--- config.mk ---
export PLATFORM = sky130hd
export DESIGN_NAME = quad_enc_gen_flat
export DESIGN_NICKNAME = d
export VERILOG_FILES = /design/src/rtl/quad_enc_gen_if.sv /design/src/rtl/quad_enc_gen.sv /design/src/flat_wrapper.sv
export SDC_FILE = /design/constraint.sdc
export NUM_CORES = 1
export LEC_CHECK = 0
export ABC_AREA = 1
export BUFFER_PORTS_ARGS = -buffer_cell sky130_fd_sc_hd__buf_2
export CAP_MARGIN = 15
export CORE_UTILIZATION = 25
export CTS_BUF_LIST = sky130_fd_sc_hd__clkbuf_8
export DETAILED_ROUTE_END_ITERATION = 10
export HOLD_SLACK_MARGIN = 0.05
export PLACE_DENSITY_LB_ADDON = 0.25
export SYNTH_ARGS = -nofsm -noshare
export SYNTH_HDL_FRONTEND = slang
export SYNTH_SLANG_ARGS = --single-unit
export TNS_END_PERCENT = 30
--- constraint.sdc ---
create_clock -name clk50 -period 10.4 [get_ports clk50]
set_input_delay 1.56 -clock clk50 [delete_from_list [all_inputs] [get_ports clk50]]
set_output_delay 1.56 -clock clk50 [all_outputs]
set_load 0.1 [all_outputs]
--- src/rtl/quad_enc_gen_if.sv ---
// Host-side bundle for the quadrature encoder generator: stepping controls in,
// A/B/index phases and position status out.
interface quad_enc_gen_if #(
   parameter int PERIOD_W = 16
);
   logic                enable;
   logic [31:0]         target;
   logic                target_load;
   logic [PERIOD_W-1:0] period;
   logic                enc_a;
   logic                enc_b;
   logic                enc_idx;
   logic [31:0]         position;
   logic                step_pulse;
   logic                dir;
   logic                busy;

   modport master (
      output enable, target, target_load, period,
      input  enc_a, enc_b, enc_idx, position, step_pulse, dir, busy
   );

   modport slave (
      input  enable, target, target_load, period,
      output enc_a, enc_b, enc_idx, position, step_pulse, dir, busy
   );
endinterface

--- src/rtl/quad_enc_gen.sv ---
// Quadrature encoder emulator: walks the A/B Gray sequence one quarter-step per
// programmable period toward a host-loaded target position.
module quad_enc_gen #(
   parameter int CPR      = 4000,
   parameter int PERIOD_W = 16
) (
   input  logic          clk50,
   input  logic          reset,
   quad_enc_gen_if.slave bus
);
   localparam int                REV_W     = $clog2(CPR);
   localparam logic [REV_W-1:0]  REV_MAX   = REV_W'(CPR - 1);
   localparam logic [31:0]       POS_RESET = 32'h7FFF_FFFF;

   // Encoding is {A, B}, so the state bits drive the pins directly.
   typedef enum logic [1:0] {
      S0 = 2'b00,
      S1 = 2'b10,
      S2 = 2'b11,
      S3 = 2'b01
   } phase_e;

   phase_e              phase_q, phase_d;
   logic [31:0]         position_q, position_d;
   logic [31:0]         target_q, target_d;
   logic [REV_W-1:0]    rev_pos_q, rev_pos_d;
   logic [PERIOD_W-1:0] timer_q, timer_d;
   logic                step_pulse_q, step_pulse_d;
   logic                dir_q, dir_d;
   logic                enc_idx_q, enc_idx_d;

   logic [31:0]         diff;
   logic                fwd;
   logic                step;
   logic [PERIOD_W-1:0] period_eff;

   always_comb begin
      // NOTE: every signal gets its hold value first so no path leaves it unassigned (no latches).
      phase_d      = phase_q;
      position_d   = position_q;
      target_d     = target_q;
      rev_pos_d    = rev_pos_q;
      timer_d      = timer_q;
      dir_d        = dir_q;
      step_pulse_d = 1'b0;

      // Modular difference read as signed picks the shorter signed direction.
      diff       = target_q - position_q;
      fwd        = ~diff[31];
      step       = bus.enable && (timer_q == '0) && (diff != 32'd0);
      period_eff = (bus.period == '0) ? PERIOD_W'(1) : bus.period;

      if (bus.target_load) target_d = bus.target;
      if (timer_q != '0)   timer_d  = timer_q - PERIOD_W'(1);

      if (step) begin
         step_pulse_d = 1'b1;
         dir_d        = fwd;
         timer_d      = period_eff - PERIOD_W'(1);
         if (fwd) begin
            position_d = position_q + 32'd1;
            rev_pos_d  = (rev_pos_q == REV_MAX) ? '0 : rev_pos_q + REV_W'(1);
         end else begin
            position_d = position_q - 32'd1;
            rev_pos_d  = (rev_pos_q == '0) ? REV_MAX : rev_pos_q - REV_W'(1);
         end
         case (phase_q)
            S0:      phase_d = fwd ? S1 : S3;
            S1:      phase_d = fwd ? S2 : S0;
            S2:      phase_d = fwd ? S3 : S1;
            default: phase_d = fwd ? S0 : S2;
         endcase
      end

      enc_idx_d = (rev_pos_d == '0);
   end

   // NOTE: sequential state uses non-blocking assignments so all flops update together at the edge.
   always_ff @(posedge clk50) begin
      if (reset) begin
         phase_q      <= S0;
         position_q   <= POS_RESET;
         target_q     <= POS_RESET;
         rev_pos_q    <= '0;
         timer_q      <= '0;
         step_pulse_q <= 1'b0;
         dir_q        <= 1'b1;
         enc_idx_q    <= 1'b1;
      end else begin
         phase_q      <= phase_d;
         position_q   <= position_d;
         target_q     <= target_d;
         rev_pos_q    <= rev_pos_d;
         timer_q      <= timer_d;
         step_pulse_q <= step_pulse_d;
         dir_q        <= dir_d;
         enc_idx_q    <= enc_idx_d;
      end
   end

   assign bus.enc_a      = phase_q[1];
   assign bus.enc_b      = phase_q[0];
   assign bus.enc_idx    = enc_idx_q;
   assign bus.position   = position_q;
   assign bus.step_pulse = step_pulse_q;
   assign bus.dir        = dir_q;
   assign bus.busy       = (position_q != target_q);
endmodule

--- src/flat_wrapper.sv ---
// flat-port wrapper written by rule: the top's interface ports become plain ports
module quad_enc_gen_flat 
#(
   parameter int CPR      = 4000,
   parameter int PERIOD_W = 16
)
  (clk50, reset, bus_enable, bus_target, bus_target_load, bus_period, bus_enc_a, bus_enc_b, bus_enc_idx, bus_position, bus_step_pulse, bus_dir, bus_busy);
  quad_enc_gen_if #(.PERIOD_W(PERIOD_W)) bus_i ();
  input  logic clk50;
  input  logic reset;
  input wire logic [$bits(bus_i.enable)-1:0] bus_enable;
  input wire logic [$bits(bus_i.target)-1:0] bus_target;
  input wire logic [$bits(bus_i.target_load)-1:0] bus_target_load;
  input wire logic [$bits(bus_i.period)-1:0] bus_period;
  output wire logic [$bits(bus_i.enc_a)-1:0] bus_enc_a;
  output wire logic [$bits(bus_i.enc_b)-1:0] bus_enc_b;
  output wire logic [$bits(bus_i.enc_idx)-1:0] bus_enc_idx;
  output wire logic [$bits(bus_i.position)-1:0] bus_position;
  output wire logic [$bits(bus_i.step_pulse)-1:0] bus_step_pulse;
  output wire logic [$bits(bus_i.dir)-1:0] bus_dir;
  output wire logic [$bits(bus_i.busy)-1:0] bus_busy;
  assign bus_i.enable = bus_enable;
  assign bus_i.target = bus_target;
  assign bus_i.target_load = bus_target_load;
  assign bus_i.period = bus_period;
  assign bus_enc_a = bus_i.enc_a;
  assign bus_enc_b = bus_i.enc_b;
  assign bus_enc_idx = bus_i.enc_idx;
  assign bus_position = bus_i.position;
  assign bus_step_pulse = bus_i.step_pulse;
  assign bus_dir = bus_i.dir;
  assign bus_busy = bus_i.busy;
  quad_enc_gen #(.CPR(CPR), .PERIOD_W(PERIOD_W)) u_core (.clk50(clk50), .reset(reset), .bus(bus_i));
endmodule
-- Word level (Yosys, flattened, before mapping)
Cells that the tools add are included.
- input bits: 52
- register bits: 97
- output and inout port bits: 38
- logic and storage cells: 44
- multiplexer cells: 14
- bitwise logic cells: 1
- reduce and logical (&&, ||, !) cells: 10
- equality and inequality tests: 4
- add/subtract/negate cells: 7
- operators by type and width (cell ; count):
    2-to-1 mux 12 bit ; 4
    2-to-1 mux 16 bit ; 3
    adder 32 x 1 -> 32 bit (second input constant) ; 1
    zero test 16 bit ; 2
    2-to-1 mux 32 bit ; 1
    != test 32 bit ; 1
    nonzero test 32 bit ; 1
    subtractor 16 x 1 -> 16 bit (second input constant) ; 2
    subtractor 32 x 1 -> 32 bit (second input constant) ; 1
    subtractor 32 bit ; 1
    zero test 12 bit ; 2
    nonzero test 16 bit ; 1
    adder 12 x 1 -> 12 bit (second input constant) ; 1
    == test 12 bit (second input constant) ; 1
    subtractor 12 x 1 -> 12 bit (second input constant) ; 1
    2-to-1 mux 2 bit ; 4
    case mux 2 bit (3 select lines) ; 1
    == test 2 bit (second input constant) ; 2
    logical AND 1 bit ; 2
    zero test 2 bit ; 1
    nonzero test 2 bit ; 1
    2-to-1 mux 1 bit ; 1
    inverter 1 bit ; 1

-- Logic depth before layout (Yosys ltp)
- depth in word-level cells: 5
- depth in mapped cells: 37
- depth with buffers taken out: 37

-- Least setup slack after synthesis
OpenSTA, ideal clock, no wires.
- path type: reg-to-reg
- from: register u_core.position_q[1] (netlist: u_core.bus.position[1])
- to: register u_core.position_q[30] (netlist: u_core.bus.position[30])
- library setup time: 0.119 ns
- required time: 10.281 ns
- stages on the path, launching flop included: 35
- path slack: 4.920 ns
- clock period less this slack: 5.480 ns
- arrival time: 5.361 ns
- buffers on the path: 1
- path through: dfxtp_1 -> inv_1 -> ha_1 -> nand3_1 -> nand2_2 -> nand2_1 -> nand2_2 -> nand2_2 -> nand2_2 -> nand2_2 -> nand2_1 -> nand2_1 -> nand2_4 -> clkbuf_1 -> ha_1 -> a21oi_1 -> nand2_1 -> nand3_1 -> nand2_1 -> nand3_1 -> nand2_1 -> nand2_1 -> nand2_1 -> nand2_1 -> nand2_1 -> nand2_1 -> nand2_1 -> nand3_1 -> nand3_1 -> a21oi_1 -> inv_1 -> a21oi_1 -> a21oi_1 -> o21ai_0 -> nand2_1
- word-level cells in the longest chain between the ends: 3
- elaborated cells on any way between the ends: 6
- classes of those cells: add/sub (3); mux (1); reduce/logical (2)
- ends and longest elaborated chain (item ; RTL line ; source):
    start: declaration ; quad_enc_gen.sv:24 ; logic [31:0] position_q, position_d;
    start signal: assignment ; quad_enc_gen.sv:91 ; position_q <= position_d;
    subtractor 32 bit ; quad_enc_gen.sv:48 ; diff = target_q - position_q;
    nonzero test 32 bit ; quad_enc_gen.sv:50 ; step = bus.enable && (timer_q == '0) && (diff != 32'd0);
    logical AND 1 bit ; quad_enc_gen.sv:50 ;
Several ways; a longest one is shown, not always the timed one.
A chain may end at the register's enable or synchronous reset.

-- Worst setup path in the final report
- from: register u_core.position_q[21] (netlist: u_core.bus.position[21])
- to: register u_core.timer_q[10]
- word-level cells in the longest chain between the ends: 4
- elaborated cells on any way between the ends: 5
- classes of those cells: add/sub (1); mux (1); reduce/logical (3)
- ends and longest elaborated chain (item ; RTL line ; source):
    subtractor 32 bit * ; quad_enc_gen.sv:48 ;
    nonzero test 32 bit * ; quad_enc_gen.sv:50 ;
    logical AND 1 bit * ; quad_enc_gen.sv:50 ;
    2-to-1 mux 16 bit / nonzero test 2 bit (equally long branches) ; - ;
    end signal: assignment ; quad_enc_gen.sv:94 ; timer_q <= timer_d;
    end: declaration ; quad_enc_gen.sv:27 ; logic [PERIOD_W-1:0] timer_q, timer_d;
Mark *: on every way between the ends. The rest lies on a longest branch, timed or not.

==> flow_metrics.env <==
export IMPL_hold_path_class="reg2reg"
export IMPL_ys_types=43
export IMPL_slowest_delay_ns=0.88
export IMPL_die_y_um=189
export IMPL_synth_seq_cells=97
export IMPL_peakVddDrop_mv=0.136
export IMPL_critical_path_top_delay_family="simple AND/OR/NAND/NOR gates"
export IMPL_grt_pass1_wl_mm=45.8
export IMPL_ios=90
export IMPL_diodes=0
export IMPL_end_kind="flop"
export IMPL_cts_made_buffers=9
export IMPL_fillers=3983
export IMPL_rr_endpoint="u_core.timer_q[10]$_SDFFE_PP0P_"
export IMPL_power_leakage_nw=5.25
export IMPL_drc=0
export IMPL_synth_avg_cell_area_um2=5.92
export IMPL_drt_total_wl_mm=28.6
export IMPL_wire_per_inst_um=14.2
export IMPL_nNetsFinal=1670
export IMPL_period_needed_ns=5.39
export IMPL_r2r_start="u_core.bus.position[21]$_SDFFE_PP1N_"
export IMPL_multi_input_area_mm2=0.00572
export IMPL_worstPathRequired_ns=10.65
export IMPL_grt_pass1_vias=8791
export IMPL_area_delta_synth_final_pct=12.9
export IMPL_vias=9120
export IMPL_r2r_cells=29
export IMPL_final_layout_size_suffix_gt1_frac=0.0984
export IMPL_clock_sinks=97
export IMPL_cts_hold_buf=0
export IMPL_final_cell_mix="nand2_1, inv_1, nor2_1"
export IMPL_hold_violations=0
export IMPL_htree_levels=3
export IMPL_stdcell_area_mm2=0.00989
export IMPL_crit_path_frequent_cell="nand2_1"
export IMPL_crit_buf_inv=4
export IMPL_routed_via_density=4.54
export IMPL_crit_start="u_core.bus.position[21]$_SDFFE_PP1N_"
export IMPL_tns_ns=0
export IMPL_rsz0062_at_grt="false"
export IMPL_slew_viol_final=0
export IMPL_syn_cell_area_mm2=0.00876
export IMPL_grt_total_usage=0.163
export IMPL_postCtsSetupRepairBufs=0
export IMPL_dp_hpwl_mm=23.2
export IMPL_path_max_fanout=55
export IMPL_place_area_mm2=0.00965
export IMPL_clock_latency_ns=0.39
export IMPL_power_density_mw_per_mm2=374
export IMPL_grt_max_degree=56
export IMPL_first_iter_violations=497
export IMPL_cts_resized=0
export IMPL_cts_tree="built"
export IMPL_worst_setup_path_type="reg2reg"
export IMPL_start_kind="flop"
export IMPL_fin_total_pwr_mw=3.70
export IMPL_die_w_um=189
export IMPL_period_share=0.518
export IMPL_grt_overflow=0
export IMPL_arrival_ns=5.64
export IMPL_gp_congestion=0.904
export IMPL_yosysWarnings=0
export IMPL_final_common_cell="nand2_1"
export IMPL_worst_pin_slew_ns=1.04
export IMPL_crit_slowest_cell="nand2_2"
export IMPL_cts_root_buffer="clkbuf_8"
export IMPL_critPathCapture="u_core.timer_q[10]$_SDFFE_PP0P_"
export IMPL_yosysSeqAreaShare=0.222
export IMPL_fmax_mhz=186
export IMPL_syn_nets=1599
export IMPL_syn_inst=1479
export IMPL_status="completed"
export IMPL_cap_violations=0
export IMPL_rows=68
export IMPL_io_buffers=89
export IMPL_dieArea_mm2=0.0358
export IMPL_cp_depth=29
export IMPL_clock_skew_ns=0.0165
export IMPL_slew_headroom=0.306
export IMPL_finalSetupViolations=0
export IMPL_antenna_found_initial=0
export IMPL_cts_buffer_depth=2
export IMPL_ff_latch_area_mm2=0.00194
export IMPL_ff2ff_setup_slack_ns=5.01
export IMPL_clkTransAtPathRegs_ns=0.10
export IMPL_core_area_mm2=0.0345
export IMPL_first_pass_iters=4
export IMPL_start_util=0.254
export IMPL_ant_nets=0
[per-stage QoR]
stage          cells  worst slack (ns)  hold WS [ns]   util
2_1_floorplan   1479              4.92         0.433      -
3_3_place_gp    1993              4.96         0.452  0.279
3_5_place_dp    1993              5.04         0.451  0.279
4_1_cts         2009              4.98         0.477  0.286
5_1_grt         2010              4.35         0.505  0.286
6_report        2010              5.01         0.475  0.286
[registers in the layout (all words and copies together), names as in the netlist]
| signal | flops |
|---|---|
| u_core.bus.position | 32 |
| u_core.target_q | 32 |
| u_core.timer_q | 16 |
| u_core.rev_pos_q | 12 |
| u_core.phase_q | 2 |
| u_core.bus.dir | 1 |
| u_core.bus.enc_idx | 1 |
| u_core.bus.step_pulse | 1 |
[metal layers]
layer	wire length, um	part of all wire	global-route usage
met2	13900	0.49	0.289
met5	0	0	0
met1	13100	0.46	0.203
met4	609	0.021	0.0515
met3	1050	0.037	0.0185
[power breakdown]
part / internal (mW) / switching [mW]
Sequential: 0.454 / 0.0761
Clock: 0.141 / 0.149
Combinational: 0.928 / 1.95
[how the worst min path moves through the flow]
stage                                      from                          endpoint  slack (ns)  cells past startpoint
6_report       u_core.target_q[26]$_SDFFE_PP1P_  u_core.target_q[26]$_SDFFE_PP1P_        0.48                      2
5_1_grt        u_core.target_q[24]$_SDFFE_PP1P_  u_core.target_q[24]$_SDFFE_PP1P_        0.50                      2
4_1_cts        u_core.target_q[26]$_SDFFE_PP1P_  u_core.target_q[26]$_SDFFE_PP1P_        0.48                      2
3_5_place_dp   u_core.target_q[26]$_SDFFE_PP1P_  u_core.target_q[26]$_SDFFE_PP1P_        0.45                      2
3_3_place_gp   u_core.target_q[26]$_SDFFE_PP1P_  u_core.target_q[26]$_SDFFE_PP1P_        0.45                      2
2_1_floorplan  u_core.target_q[10]$_SDFFE_PP1P_  u_core.target_q[10]$_SDFFE_PP1P_        0.43                      2
[worst register-to-register path: cells and delay by family, from the launching register on]
kind | cells | cell delay (ns)
adder cells (fa/ha/maj) | 2 | 0.58
buffers and inverters | 4 | 0.27
AND/OR/NAND/NOR | 22 | 3.76
AO/OA/AOI/OAI | 1 | 0.21
flip-flops | 1 | 0.42
[cell type report]
| class | count | share of cell area |
|---|---|---|
| Multi-Input combinational cell | 1094 | 0.578 |
| Clock inverter | 6 | 0.00848 |
| Sequential cell | 97 | 0.196 |
| Clock buffer | 10 | 0.0139 |
| Tap cell | 455 | 0.0576 |
| Timing Repair Buffer | 93 | 0.0485 |
| Inverter | 255 | 0.0968 |
[cell families (layout without fill, tap and decap cells)]
group	count (synthesis)	count (layout)	synth area share
compound gates	200	200	0.125
xor+xnor	44	44	0.0440
fa+ha+maj	68	68	0.0988
buf+inv	288	364	0.126
flops	97	97	0.222
mux	2	2	0.00229
simple gates	780	780	0.382
[Yosys cell counts, drive strengths merged]
cell | count | area (um2)
and3 | 1 | 6.26
nor4 | 12 | 75.1
a31oi | 12 | 75.1
ha | 66 | 826
a41oi | 3 | 26.3
nand3b | 3 | 26.3
xnor2 | 23 | 201
a211oi | 2 | 15.0
nand2 | 458 | 1760
o211ai | 14 | 105
nand3 | 115 | 621
o21a | 3 | 22.5
mux2i | 2 | 20.0
nor2 | 151 | 614
and2 | 3 | 18.8
o21bai | 2 | 15.0
clkbuf | 21 | 78.8
dfxtp | 97 | 1940
buf | 12 | 65.1
o21ai | 58 | 290
clkinv | 4 | 15.0
xor2 | 21 | 184
fa | 2 | 40.0
a21oi | 101 | 509
a21boi | 1 | 7.51
or2 | 1 | 6.26
nand4 | 22 | 138
inv | 251 | 942
o31ai | 4 | 30.0
nor3 | 14 | 80.1
Power figures use the tool's default switching activity.
